--- src/rtl/synth_cmd_pkg.sv ---
// Shared constants, parser state encoding and decode helper for the MIDI-to-bank_manager
// command path.
package synth_cmd_pkg;

    localparam int CMD_W = 16;
    localparam logic [CMD_W-1:0] STOP_ALL_CMD = 16'h7F00;

    localparam logic [3:0] NOTE_OFF   = 4'h8;
    localparam logic [3:0] NOTE_ON    = 4'h9;
    localparam logic [3:0] POLY_AT    = 4'hA;
    localparam logic [3:0] CC         = 4'hB;
    localparam logic [3:0] PROG_CHG   = 4'hC;
    localparam logic [3:0] CHAN_AT    = 4'hD;
    localparam logic [3:0] PITCH_BEND = 4'hE;
    localparam logic [3:0] SYSTEM     = 4'hF;

    localparam logic [6:0] CC_ALL_SOUND_OFF = 7'd120;
    localparam logic [6:0] CC_ALL_NOTES_OFF = 7'd123;
    localparam logic [6:0] NOTE_RESERVED    = 7'd127;

    typedef enum logic [2:0] {
        IDLE, NOTE_D1, NOTE_D2, CC_D1, CC_D2, SKIP1, SKIP2, SYSEX
    } parser_state_t;

    // State entered right after a channel-message status byte.
    function automatic parser_state_t status_state(input logic [3:0] kind);
        parser_state_t st;
        case (kind)
            NOTE_OFF, NOTE_ON: st = NOTE_D1;
            CC:                st = CC_D1;
            PROG_CHG, CHAN_AT: st = SKIP1;
            default:           st = SKIP2;
        endcase
        return st;
    endfunction

endpackage

--- src/rtl/cmd_fifo.sv ---
// Small power-of-2 command FIFO with flush; a write is accepted when full if a read
// happens on the same edge.
module cmd_fifo #(
    parameter int DEPTH = 4,
    parameter int WIDTH = 16
) (
    input  logic             clk,
    input  logic             reset,
    input  logic             wr_en,
    input  logic [WIDTH-1:0] wr_data,
    input  logic             rd_en,
    output logic [WIDTH-1:0] rd_data,
    input  logic             flush,
    output logic             full,
    output logic             empty
);

    localparam int AW = $clog2(DEPTH);

    logic [WIDTH-1:0] mem [DEPTH];
    logic [AW-1:0]    wr_ptr;
    logic [AW-1:0]    rd_ptr;
    logic [AW:0]      count;
    logic             do_wr;
    logic             do_rd;

    assign full    = (count == (AW+1)'(DEPTH));
    assign empty   = (count == '0);
    assign do_rd   = rd_en && !empty;
    assign do_wr   = wr_en && (flush || !full || do_rd);
    assign rd_data = mem[rd_ptr];

    // NOTE: storage has no reset; the pointers and count alone define which entries are valid.
    always_ff @(posedge clk) begin
        if (do_wr) mem[wr_ptr] <= wr_data;
    end

    always_ff @(posedge clk or posedge reset) begin
        if (reset) begin
            wr_ptr <= '0;
            rd_ptr <= '0;
            count  <= '0;
        end else if (flush) begin
            // Everything already queued is discarded; only the concurrent write survives.
            rd_ptr <= wr_ptr;
            wr_ptr <= wr_ptr + AW'(do_wr);
            count  <= (AW+1)'(do_wr);
        end else begin
            wr_ptr <= wr_ptr + AW'(do_wr);
            rd_ptr <= rd_ptr + AW'(do_rd);
            count  <= count + (AW+1)'(do_wr) - (AW+1)'(do_rd);
        end
    end

endmodule

--- src/rtl/midi_cmd_mediator.sv ---
// Parses a raw MIDI byte stream into one-cycle 16-bit bank_manager commands, buffered
// and spaced by a minimum number of idle cycles.
module midi_cmd_mediator
    import synth_cmd_pkg::*;
#(
    parameter int CHANNEL    = 0,
    parameter int OMNI       = 0,
    parameter int FIFO_DEPTH = 4,
    parameter int CMD_GAP    = 1
) (
    input  logic        clk,
    input  logic        reset,
    input  logic [7:0]  i_byte,
    input  logic        i_byte_valid,
    output logic [15:0] o_data,
    output logic        o_overflow,
    output logic        o_pending
);

    localparam logic [3:0]    CHAN    = 4'(CHANNEL);
    localparam int            GW      = $clog2(CMD_GAP + 1);
    localparam logic [GW-1:0] GAP_MAX = GW'(CMD_GAP);

    parser_state_t    state, state_nxt;
    logic             rs_valid, rs_valid_nxt;
    logic [7:0]       rs_status, rs_status_nxt;
    logic [6:0]       data1, data1_nxt;
    logic             cmd_valid;
    logic             cmd_stop;
    logic [CMD_W-1:0] cmd_data;
    logic             chan_match;

    logic [CMD_W-1:0] fifo_rd_data;
    logic             fifo_full;
    logic             fifo_empty;
    logic [GW-1:0]    gap_cnt;
    logic             gap_ok;
    logic             pop;
    logic             drop;
    logic             drop_q;

    assign chan_match = (OMNI != 0) || (rs_status[3:0] == CHAN);

    always_ff @(posedge clk or posedge reset) begin
        if (reset) begin
            state     <= IDLE;
            rs_valid  <= 1'b0;
            rs_status <= '0;
            data1     <= '0;
        end else begin
            state     <= state_nxt;
            rs_valid  <= rs_valid_nxt;
            rs_status <= rs_status_nxt;
            data1     <= data1_nxt;
        end
    end

    // NOTE: every signal driven here gets a default first, so no path leaves one unassigned.
    always_comb begin
        state_nxt     = state;
        rs_valid_nxt  = rs_valid;
        rs_status_nxt = rs_status;
        data1_nxt     = data1;
        cmd_valid     = 1'b0;
        cmd_stop      = 1'b0;
        cmd_data      = '0;
        if (i_byte_valid) begin
            if (i_byte[7]) begin
                // Realtime bytes (F8..FF) leave the parser untouched.
                if (i_byte[7:3] != 5'b11111) begin
                    if (i_byte[7:4] == SYSTEM) begin
                        rs_valid_nxt = 1'b0;
                        case (i_byte[3:0])
                            4'h0:       state_nxt = SYSEX;
                            4'h1, 4'h3: state_nxt = SKIP1;
                            4'h2:       state_nxt = SKIP2;
                            default:    state_nxt = IDLE;
                        endcase
                    end else begin
                        rs_valid_nxt  = 1'b1;
                        rs_status_nxt = i_byte;
                        state_nxt     = status_state(i_byte[7:4]);
                    end
                end
            end else begin
                case (state)
                    IDLE: begin
                        if (rs_valid) begin
                            case (status_state(rs_status[7:4]))
                                NOTE_D1: begin data1_nxt = i_byte[6:0]; state_nxt = NOTE_D2; end
                                CC_D1:   begin data1_nxt = i_byte[6:0]; state_nxt = CC_D2; end
                                SKIP2:   state_nxt = SKIP1;
                                default: state_nxt = IDLE;
                            endcase
                        end
                    end
                    NOTE_D1: begin data1_nxt = i_byte[6:0]; state_nxt = NOTE_D2; end
                    NOTE_D2: begin
                        state_nxt = IDLE;
                        if (chan_match && data1 != NOTE_RESERVED) begin
                            cmd_valid = 1'b1;
                            cmd_data  = {(rs_status[7:4] == NOTE_ON) && (i_byte[6:0] != 7'd0),
                                         data1, 1'b0, i_byte[6:0]};
                        end
                    end
                    CC_D1: begin data1_nxt = i_byte[6:0]; state_nxt = CC_D2; end
                    CC_D2: begin
                        state_nxt = IDLE;
                        if (chan_match && (data1 == CC_ALL_SOUND_OFF || data1 == CC_ALL_NOTES_OFF)) begin
                            cmd_valid = 1'b1;
                            cmd_stop  = 1'b1;
                            cmd_data  = STOP_ALL_CMD;
                        end
                    end
                    SKIP1:   state_nxt = IDLE;
                    SKIP2:   state_nxt = SKIP1;
                    SYSEX:   state_nxt = SYSEX;
                    default: state_nxt = IDLE;
                endcase
            end
        end
    end

    assign gap_ok    = (gap_cnt == GAP_MAX);
    assign pop       = !fifo_empty && gap_ok;
    assign drop      = cmd_valid && !cmd_stop && fifo_full && !pop;
    assign o_pending = !fifo_empty;

    cmd_fifo #(
        .DEPTH (FIFO_DEPTH),
        .WIDTH (CMD_W)
    ) u_fifo (
        .clk     (clk),
        .reset   (reset),
        .wr_en   (cmd_valid),
        .wr_data (cmd_data),
        .rd_en   (pop),
        .rd_data (fifo_rd_data),
        .flush   (cmd_stop),
        .full    (fifo_full),
        .empty   (fifo_empty)
    );

    // gap_cnt counts zero cycles since the last pop and saturates at CMD_GAP.
    always_ff @(posedge clk or posedge reset) begin
        if (reset) begin
            o_data     <= '0;
            gap_cnt    <= GAP_MAX;
            drop_q     <= 1'b0;
            o_overflow <= 1'b0;
        end else begin
            o_data     <= pop ? fifo_rd_data : '0;
            drop_q     <= drop;
            o_overflow <= drop_q;
            if (pop)
                gap_cnt <= '0;
            else if (!gap_ok)
                gap_cnt <= gap_cnt + GW'(1);
        end
    end

endmodule

--- config.mk ---
export PLATFORM = sky130hd
export DESIGN_NAME = midi_cmd_mediator
export DESIGN_NICKNAME = d
export VERILOG_FILES = /design/src/rtl/synth_cmd_pkg.sv /design/src/rtl/cmd_fifo.sv /design/src/rtl/midi_cmd_mediator.sv
export SDC_FILE = /design/constraint.sdc
export NUM_CORES = 1
export LEC_CHECK = 0
export ABC_AREA = 1
export CORE_UTILIZATION = 35
export CTS_BUF_LIST = sky130_fd_sc_hd__clkbuf_4 sky130_fd_sc_hd__clkbuf_8 sky130_fd_sc_hd__clkbuf_16
export CTS_CLUSTER_DIAMETER = 60
export DETAILED_ROUTE_END_ITERATION = 12
export PLACE_DENSITY_LB_ADDON = 0.08
export SLEW_MARGIN = 10
export SYNTH_ARGS = -nofsm -noshare
export SYNTH_HDL_FRONTEND = slang
export SYNTH_HIERARCHICAL = 1
export SYNTH_SLANG_ARGS = --single-unit
export TNS_END_PERCENT = 30
--- constraint.sdc ---
create_clock -name clk -period 2.8 [get_ports clk]
set_input_delay 0.84 -clock clk [delete_from_list [all_inputs] [get_ports clk]]
set_output_delay 0.84 -clock clk [all_outputs]
set_load 0.02 [all_outputs]
==> results.cfg, run 1 <==
[finish]
area_delta_synth_final_pct = 18.2
postLayoutCoreUtil = 0.423
drive_gt1_frac = 0.166
layout_commonest_cell = nand2_1
n_antenna_cell = 0
fin_cells = 716
fin_nets = 547
postLayoutCellArea_mm2 = 0.00585
final_cell_mix = nand2_1, inv_1, edfxtp_1

[sta]
fin_crit_ns = 2.54
worst_slew_pin_slew_ns = 0.613
fin_skew_ns = 0.0114
period_share = 0.907
relSlewSlack = 0.591
tns_ns = 0
maxSlewViolCount = 0
hold_viol_final = 0
fmax_ghz = 0.394
fin_hold_ws_ns = 0.351
rsz0062_at_grt = false
setup_viol = 0
fin_ws_ns = 0.261

[clock_tree]
cts_tree = done
numCtsBuffers = 9
clk_pin_slew_ns = 0.07
clockBufferDepth = 2
clock_latency_ns = 0.35
cts_sinks = 109
hold_buffers = 0
cts.htree.levels = 3
cts_root_buf = clkbuf_16

[global_routing]
grt_usage = 0.147
antenna_found_initial = 0
grt_max_degree = 39
busiest_layer = met2
grt.met3_usage = 0.0428
grt_use_met1 = 0.190
grt_pass1_vias = 3172
gr-total-overflow = 0
grt_use_met2 = 0.237
grt_pass1_wl_um = 16100

[synthesis]
synth_edf_count = 64
yosysUniqueCellTypes = 33
async_reset_ff_frac = 0.413
yosysTopAreaCellShare = 0.389
synth_area_leader_cell = edfxtp_1
yosysWarnings = 6
ys.flop_type = edfxtp_1
synth_area_mm2 = 0.00494
yosys-top-cells-area = edfxtp_1, dfrtp_1, nand2_1
synth_cells = 483
synth_area_per_cell_um2 = 10.2
synth_seq_cells = 109
ys_seq_area_frac = 0.617

[floorplan]
io_pins = 29
row_count = 43
initial_core_util = 0.358
dieArea_mm2 = 0.0146
coreArea_mm2 = 0.0138
fp.dieH_um = 121
die_w_um = 121

[placed_design]
place_congestion = 0.766
io_buffers = 28
dp_hpwl_um = 6400
placed_cell_area_mm2 = 0.00553
dp_cells = 699
dp_worst_setup_slack_ns = -0.325

[power]
p_per_area_mw_per_mm2 = 849
total_power_mw = 4.96
peakVddDrop_v = 0.000419
leakagePower_nw = 2.65

[routing]
drt_wl_total_um = 9440
drcViolationCount = 0
wl_per_cell_um = 13.2
first_pass_iters = 4
ant_nets = 0
vias_per_cell = 4.47
vias = 3202
drtIter0Drc = 211

[worst_setup_path]
crit_top_cell = inv_1
timing.rr.start = state[1]
crit_chain = inv_1, nand2_1, nor2_1, inv_1, clkdlybuf4s50_1
path_buf_inv = 3
critPathKind = reg2out
cp-end-kind = output pin
crit_path_max_fanout = 5
cp_top_family = buffers and inverters
cp-start-kind = flop
startpoint = u_fifo/count[1]
setup.worst_path.end = o_pending
r2r_end = u_fifo/count[1]
reg2reg_depth = 14
critPathRequiredTime_ns = 1.96
crit_cells = 5
crit_slowest_cell = clkdlybuf4s50_1
cp.arrival_ns = 1.70
regToRegSetupSlack_ns = 0.35
max_stage_delay_ns = 0.54

[hold_path]
whs_path_depth = 0
hold_path.class = reg2reg

[outcome]
status = finished clean

[flow_run]
drv_cap = 0
## state kept, by name (all words and copies together), names as in the netlist
signal,count
data1,7
drop_q,1
gap_cnt,1
o_data,16
o_overflow,1
rs_status,8
rs_valid,1
state,3
u_fifo/count,3
u_fifo/mem,64
u_fifo/rd_ptr,2
u_fifo/wr_ptr,2
## where the power goes
part | internal, mW | total, mW | switching [mW]
combinational | 0.634 | 1.55 | 0.915
sequential | 1.91 | 2.12 | 0.209
clock | 0.732 | 1.30 | 0.563
total | 3.28 | 4.96 | 1.69
## worst min-delay path by stage
stage                     slack, ns  startpoint          to
after floorplan                0.33      drop_q  o_overflow
after global placement         0.33      drop_q  o_overflow
after detailed placement       0.34      drop_q  o_overflow
after CTS                      0.35      drop_q  o_overflow
after global routing           0.37      drop_q  o_overflow
final                          0.35      drop_q  o_overflow
## layout make-up
class	count	area, um^2
multi-input cells	269	1410
clock buffers	12	248
repair buffers	50	513
flip-flops and latches	109	3050
clock inverters	4	57.6
well taps	180	225
inverters	92	345
fillers	1350	7980
## Yosys cell counts (8+ instances only)
master	instances
nand2_1	91
inv_1	85
edfxtp_1	64
dfrtp_1	44
nor2_1	42
a21oi_1	21
o21ai_1	19
o211ai_1	16
nor2_2	13
buf_6	10
nand3_1	10
nor3_1	9
nand2_2	8
o21ai_0	8
## layer usage
layer | wire length, um | vias up
met2 | 4510 | 41
met3 | 258 | 7
met4 | 117 | 0
met1 | 4550 | 1520
met5 | 0 | -
li1 | - | 1634
## repair_timing
action,CTS,global route
resized for setup,0,5
buffers inserted,0,1
endpoints found under the setup margin,0,2
## kinds of logic (layout without fill, tap and decap cells)
kind of cell	count (synthesis)	count (layout)	synth area share
DFF	109	109	0.617
buffers and inverters	108	158	0.101
xor gates and xnor gates	2	2	0.00354
AOI/OAI and AO/OA	73	73	0.0888
other	1	4	0.000758
and+or+nand+nor	185	185	0.175
adders and majority gates	5	5	0.0142
No activity file was read; power rests on OpenSTA's default activity.
==> run 2: changes to the inputs <==
==> constraint.sdc (replaced) <==
create_clock -name clk -period 2.1 [get_ports clk]
set_input_delay 0.63 -clock clk [delete_from_list [all_inputs] [get_ports clk]]
set_output_delay 0.63 -clock clk [all_outputs]
set_load 0.02 [all_outputs]
==> run 2 against run 1 <==
The run now ends with setup timing left. Critical path depth grew 8. Sequential power increased by 30%. Total power up 43%. Design area up 9.6%. Setup slack got worse by 0.42 ns. Core utilization increased by 4.1 points. First-iteration DRC count down 26%. Cell count rose by 7.3%. Combinational power up 70%. Critical endpoint is now u_fifo/count[1]. Largest power group unchanged.
==> results.cfg, run 2 (synthesis gave the netlist of run 1 again) <==
[routing]
drcViolationCount = 0
drt_wl_total_um = 10100
vias = 3406
drtIter0Drc = 156
wl_per_cell_um = 13.2
ant_nets = 0
first_pass_iters = 4
vias_per_cell = 4.43

[finish]
fillers = 1300
area_delta_synth_final_pct = 29.6
fin_cells = 768
reg_top3 = u_fifo/mem x64, o_data x16, rs_status x8
final_cell_mix = nand2_1, inv_1, buf_4, edfxtp_1, dfrtp_1
largest_register_ffs = 64
seq_area_mm2 = 0.00305
drive_gt1_frac = 0.277
multi_input_area_mm2 = 0.00151
n_antenna_cell = 0
regMostFlops = u_fifo/mem
fin_nets = 599
layout_commonest_cell = nand2_1

[global_routing]
grt_pass1_wl_um = 16600
grt_max_degree = 39
grt_pass1_vias = 3420
grt_usage = 0.151
gr-total-overflow = 0
antenna_found_initial = 0

[worst_setup_path]
crit_path_max_fanout = 3
cp-start-kind = input port
critPathRequiredTime_ns = 2.35
cp.arrival_ns = 2.50
critPathKind = in2reg
cp-end-kind = flop

[floorplan]
dieArea_mm2 = 0.0146
fp.dieH_um = 121
die_w_um = 121
initial_core_util = 0.358
coreArea_mm2 = 0.0138
io_pins = 29
row_count = 43

[sta]
maxSlewViolCount = 0
rsz0062_at_grt = true
fin_skew_ns = 0.00633
setup_viol = 2
hold_viol_final = 0
fin_ws_ns = -0.155
period_share = 1.07
fmax_ghz = 0.444
fin_crit_ns = 2.25

[clock_tree]
cts_sinks = 109
cts.htree.levels = 3
cts_root_buf = clkbuf_16
clk_pin_slew_ns = 0.07
hold_buffers = 0
clockBufferDepth = 2
cts_tree = done
numCtsBuffers = 9
clock_latency_ns = 0.35

[power]
leakagePower_nw = 2.92
total_power_mw = 7.11
p_per_area_mw_per_mm2 = 1110
peakVddDrop_v = 0.000399

[placed_design]
dp_hpwl_um = 6870
dp_cells = 742
dp_worst_setup_slack_ns = -0.846
place_congestion = 0.813
io_buffers = 28

[hold_path]
hold_path.class = reg2reg

[outcome]
violations = setup timing
status = finished, violations left

[flow_run]
drv_cap = 0
## run 2: cell count changes in the layout (fill, tap and decap cells not counted), moves of 3 or more
cell	delta
nor2_2	+6
inv_1	-4
nand2_1	-3
nor2_1	-11
buf_4	+47
inv_2	+3
buf_16	+3
nor2_4	+5
## run 2: repair_timing
action                     4_1_cts  5_1_grt
buffers inserted                 3        5
setup endpoints to repair       68       67
cloned                           3        0
pin swaps                       11       15
resized for setup               21       13
## run 2: final cells by class
cell class | count | share of cell area
Sequential cell | 109 | 0.476
Multi-Input combinational cell | 269 | 0.235
Timing Repair Buffer | 102 | 0.153
Inverter | 92 | 0.0543
Clock buffer | 12 | 0.0387
Tap cell | 180 | 0.0351
Clock inverter | 4 | 0.00742
## run 2: worst max-delay path: stages
cell and delay, ns:
dlygate4sd2_1 0.29, nor2_8 0.13, nand4_1 0.16, inv_2 0.09, inv_2 0.04, nand4_1 0.12, nand2_4 0.07, ha_4 0.21
inv_2 0.06, ha_4 0.12, inv_2 0.03, fa_2 0.52, nor2_2 0.03
## run 2: metrics by stage
stage / utilization / cell area (um^2) / hold slack [ns] / TNS, ns
after floorplan: - / 5000 / 0.331 / -6.83
after global placement: 0.426 / 5900 / 0.340 / -35.22
after detailed placement: 0.426 / 5900 / 0.337 / -38.06
after CTS: 0.458 / 6330 / 0.361 / -0.764
after global routing: 0.463 / 6410 / 0.363 / -0.769
final: 0.463 / 6410 / 0.359 / -0.272
## run 2: final timing paths
path,startpoint,endpoint,slack [ns],cells past startpoint
max,i_byte[7],u_fifo/count[1],-0.15,13
min,drop_q,o_overflow,0.36,0
max reg2reg,state[0],u_fifo/count[1],-0.14,15
min reg2reg,drop_q,o_overflow,0.36,0
max in group asynchronous,reset,gap_cnt,1.17,3
min in group asynchronous,reset,u_fifo/count[2],0.55,2
## run 2: report_power, final
part           switching [mW]  internal (mW)
sequential              0.202           2.55
combinational            1.43           1.21
clock                   0.755          0.965
total                    2.39           4.72
## run 2: per-layer routing
layer  wire (um)  global-route usage  share of wire
met1        4650               0.182           0.46
met2        5110               0.266           0.50
met3         198              0.0226          0.020
met4         169              0.0648          0.017
met5           0                   0              0
==> run 3: changes to the inputs <==
--- a/config.mk
+++ b/config.mk
@@ -6,10 +6,13 @@
 export NUM_CORES = 1
 export LEC_CHECK = 0
 export ABC_AREA = 1
+export CAP_MARGIN = 20
+export CORE_MARGIN = 8
 export CORE_UTILIZATION = 35
 export CTS_BUF_LIST = sky130_fd_sc_hd__clkbuf_4 sky130_fd_sc_hd__clkbuf_8 sky130_fd_sc_hd__clkbuf_16
 export CTS_CLUSTER_DIAMETER = 60
 export DETAILED_ROUTE_END_ITERATION = 12
+export HOLD_SLACK_MARGIN = 0.08
 export PLACE_DENSITY_LB_ADDON = 0.08
 export SLEW_MARGIN = 10
 export SYNTH_ARGS = -nofsm -noshare
==> run 3 against run 2 <==
The run still ends with setup timing left. Worst hold slack improved by 0.0089 ns. Wire length fell by 0.46%. Design area shrank 3.0%. Die area grew 25%. Sequential cell count did not move. Critical path type unchanged.
==> results.cfg, run 3 (synthesis gave the netlist of run 1 again) <==
[outcome]
status = finished, violations left
violations = setup timing

[power]
swShare = 0.333
p_int_mw = 4.69
total_power_mw = 7.03
clockPowerShare = 0.240
peakVddDrop_v = 0.000392
p_seq_frac = 0.388
p_switching_mw = 2.34
leakagePower_nw = 2.84
p_comb_frac = 0.372
p_per_area_mw_per_mm2 = 1130

[global_routing]
grt_pass1_vias = 3310
grt_usage = 0.118
antenna_found_initial = 0
grt_pass1_wl_um = 16500
grt_max_degree = 66
gr-total-overflow = 0

[routing]
drt_wl_total_um = 10100
vias = 3324
ant_nets = 0
drtIter0Drc = 152
wl_per_cell_um = 13.3
vias_per_cell = 4.39
drcViolationCount = 0
first_pass_iters = 4

[finish]
multi_input_area_mm2 = 0.00146
postLayoutCoreUtil = 0.450
fin_nets = 589
regMostFlops = u_fifo/mem
layout_commonest_cell = nand2_1
seq_area_mm2 = 0.00305
drive_gt1_frac = 0.249
reg_top3 = u_fifo/mem x64, o_data x16, rs_status x8
largest_register_ffs = 64
n_antenna_cell = 0
area_delta_synth_final_pct = 25.7
final_cell_mix = nand2_1, inv_1, edfxtp_1
fillers = 1308
postLayoutCellArea_mm2 = 0.00622

[placed_design]
io_buffers = 28
dp_worst_setup_slack_ns = -0.889
place_congestion = 0.844
dp_hpwl_um = 7060
placed_cell_area_mm2 = 0.00587

[worst_setup_path]
cp-start-kind = input port
regToRegSetupSlack_ns = -0.18
cp.arrival_ns = 2.53
cp-end-kind = flop
reg2reg_depth = 14
critPathRequiredTime_ns = 2.34
timing.rr.start = state[0]
critPathKind = in2reg
r2r_end = u_fifo/count[1]
crit_path_max_fanout = 3

[hold_path]
min_from = drop_q
hold_path.class = reg2reg
hold_path_end = o_overflow
whs_path_depth = 0

[clock_tree]
clk_pin_slew_ns = 0.07
clockBufferDepth = 2
cts_tree = done
clock_latency_ns = 0.34
hold_buffers = 0
cts.htree.levels = 3
cts_sinks = 109
cts_root_buf = clkbuf_16
numCtsBuffers = 9

[floorplan]
fp.dieH_um = 135
dieArea_mm2 = 0.0182
die_w_um = 135
coreArea_mm2 = 0.0138
row_count = 43
initial_core_util = 0.358
io_pins = 29

[sta]
worst_slew_pin_slew_ns = 0.620
setup_viol = 2
fmax_ghz = 0.437
hold_viol_final = 0
relSlewSlack = 0.587
fin_crit_ns = 2.29
period_share = 1.09
fin_skew_ns = 0.00392
tns_ns = -0.335
maxSlewViolCount = 0
rsz0062_at_grt = true
fin_ws_ns = -0.191

[flow_run]
drv_cap = 0
run 3: area by class of cell:
cell class | instances | share of cell area
sequential | 109 | 0.491
tap | 180 | 0.0362
clock buffer | 11 | 0.0386
timing repair buffer | 92 | 0.135
clock inverter | 5 | 0.00845
inverter | 92 | 0.0559
multi-input combinational | 269 | 0.235
run 3: through the flow:
| step | std cells | hold slack (ns) |
|---|---|---|
| final | 758 | 0.368 |
| after global placement | 737 | 0.347 |
| after floorplan | 486 | 0.331 |
| after global routing | 758 | 0.378 |
| after CTS | 757 | 0.370 |
| after detailed placement | 737 | 0.342 |
run 3: worst max-delay path by stage:
stage	startpoint	end	depth (start not counted)
2_1_floorplan	i_byte[7]	u_fifo/count[1]	13
3_3_place_gp	i_byte_valid	u_fifo/count[1]	14
3_5_place_dp	i_byte_valid	u_fifo/count[1]	14
4_1_cts	rs_status[2]	u_fifo/count[1]	14
5_1_grt	state[0]	u_fifo/count[1]	14
6_report	i_byte[7]	u_fifo/count[1]	13
run 3: repair_timing:
action	CTS	global route
buffers inserted	4	1
gates resized for setup	13	2
endpoints found under the hold margin	0	0
pin swaps	8	7
endpoints found under the setup margin	68	67
run 3: power by group through the flow:
stage          clock, mW  combinational [mW]  sequential [mW]
6_report            1.69                2.61             2.73
5_1_grt             1.83                2.97             2.77
4_1_cts             1.76                2.68             2.73
3_5_place_dp           0                2.63             2.77
3_3_place_gp           0                2.57             2.77
2_1_floorplan          0                1.63             2.87
run 3: critical path, cell delays in order:
cell	delay (ns)
dlygate4sd2_1	0.29
nor2_8	0.15
nand4_1	0.15
inv_2	0.09
inv_2	0.04
nand4_1	0.12
nand2_4	0.07
ha_4	0.21
inv_2	0.06
ha_4	0.12
inv_2	0.03
fa_2	0.53
nor2_2	0.04
run 3: metal layers:
layer / routed length (um) / vias to the layer above / track usage / part of all wire
li1: - / 1726 / - / -
met1: 4610 / 1538 / 0.141 / 0.46
met2: 4880 / 45 / 0.201 / 0.48
met3: 381 / 15 / 0.0230 / 0.038
met4: 208 / 0 / 0.0580 / 0.021
met5: 0 / - / 0 / 0
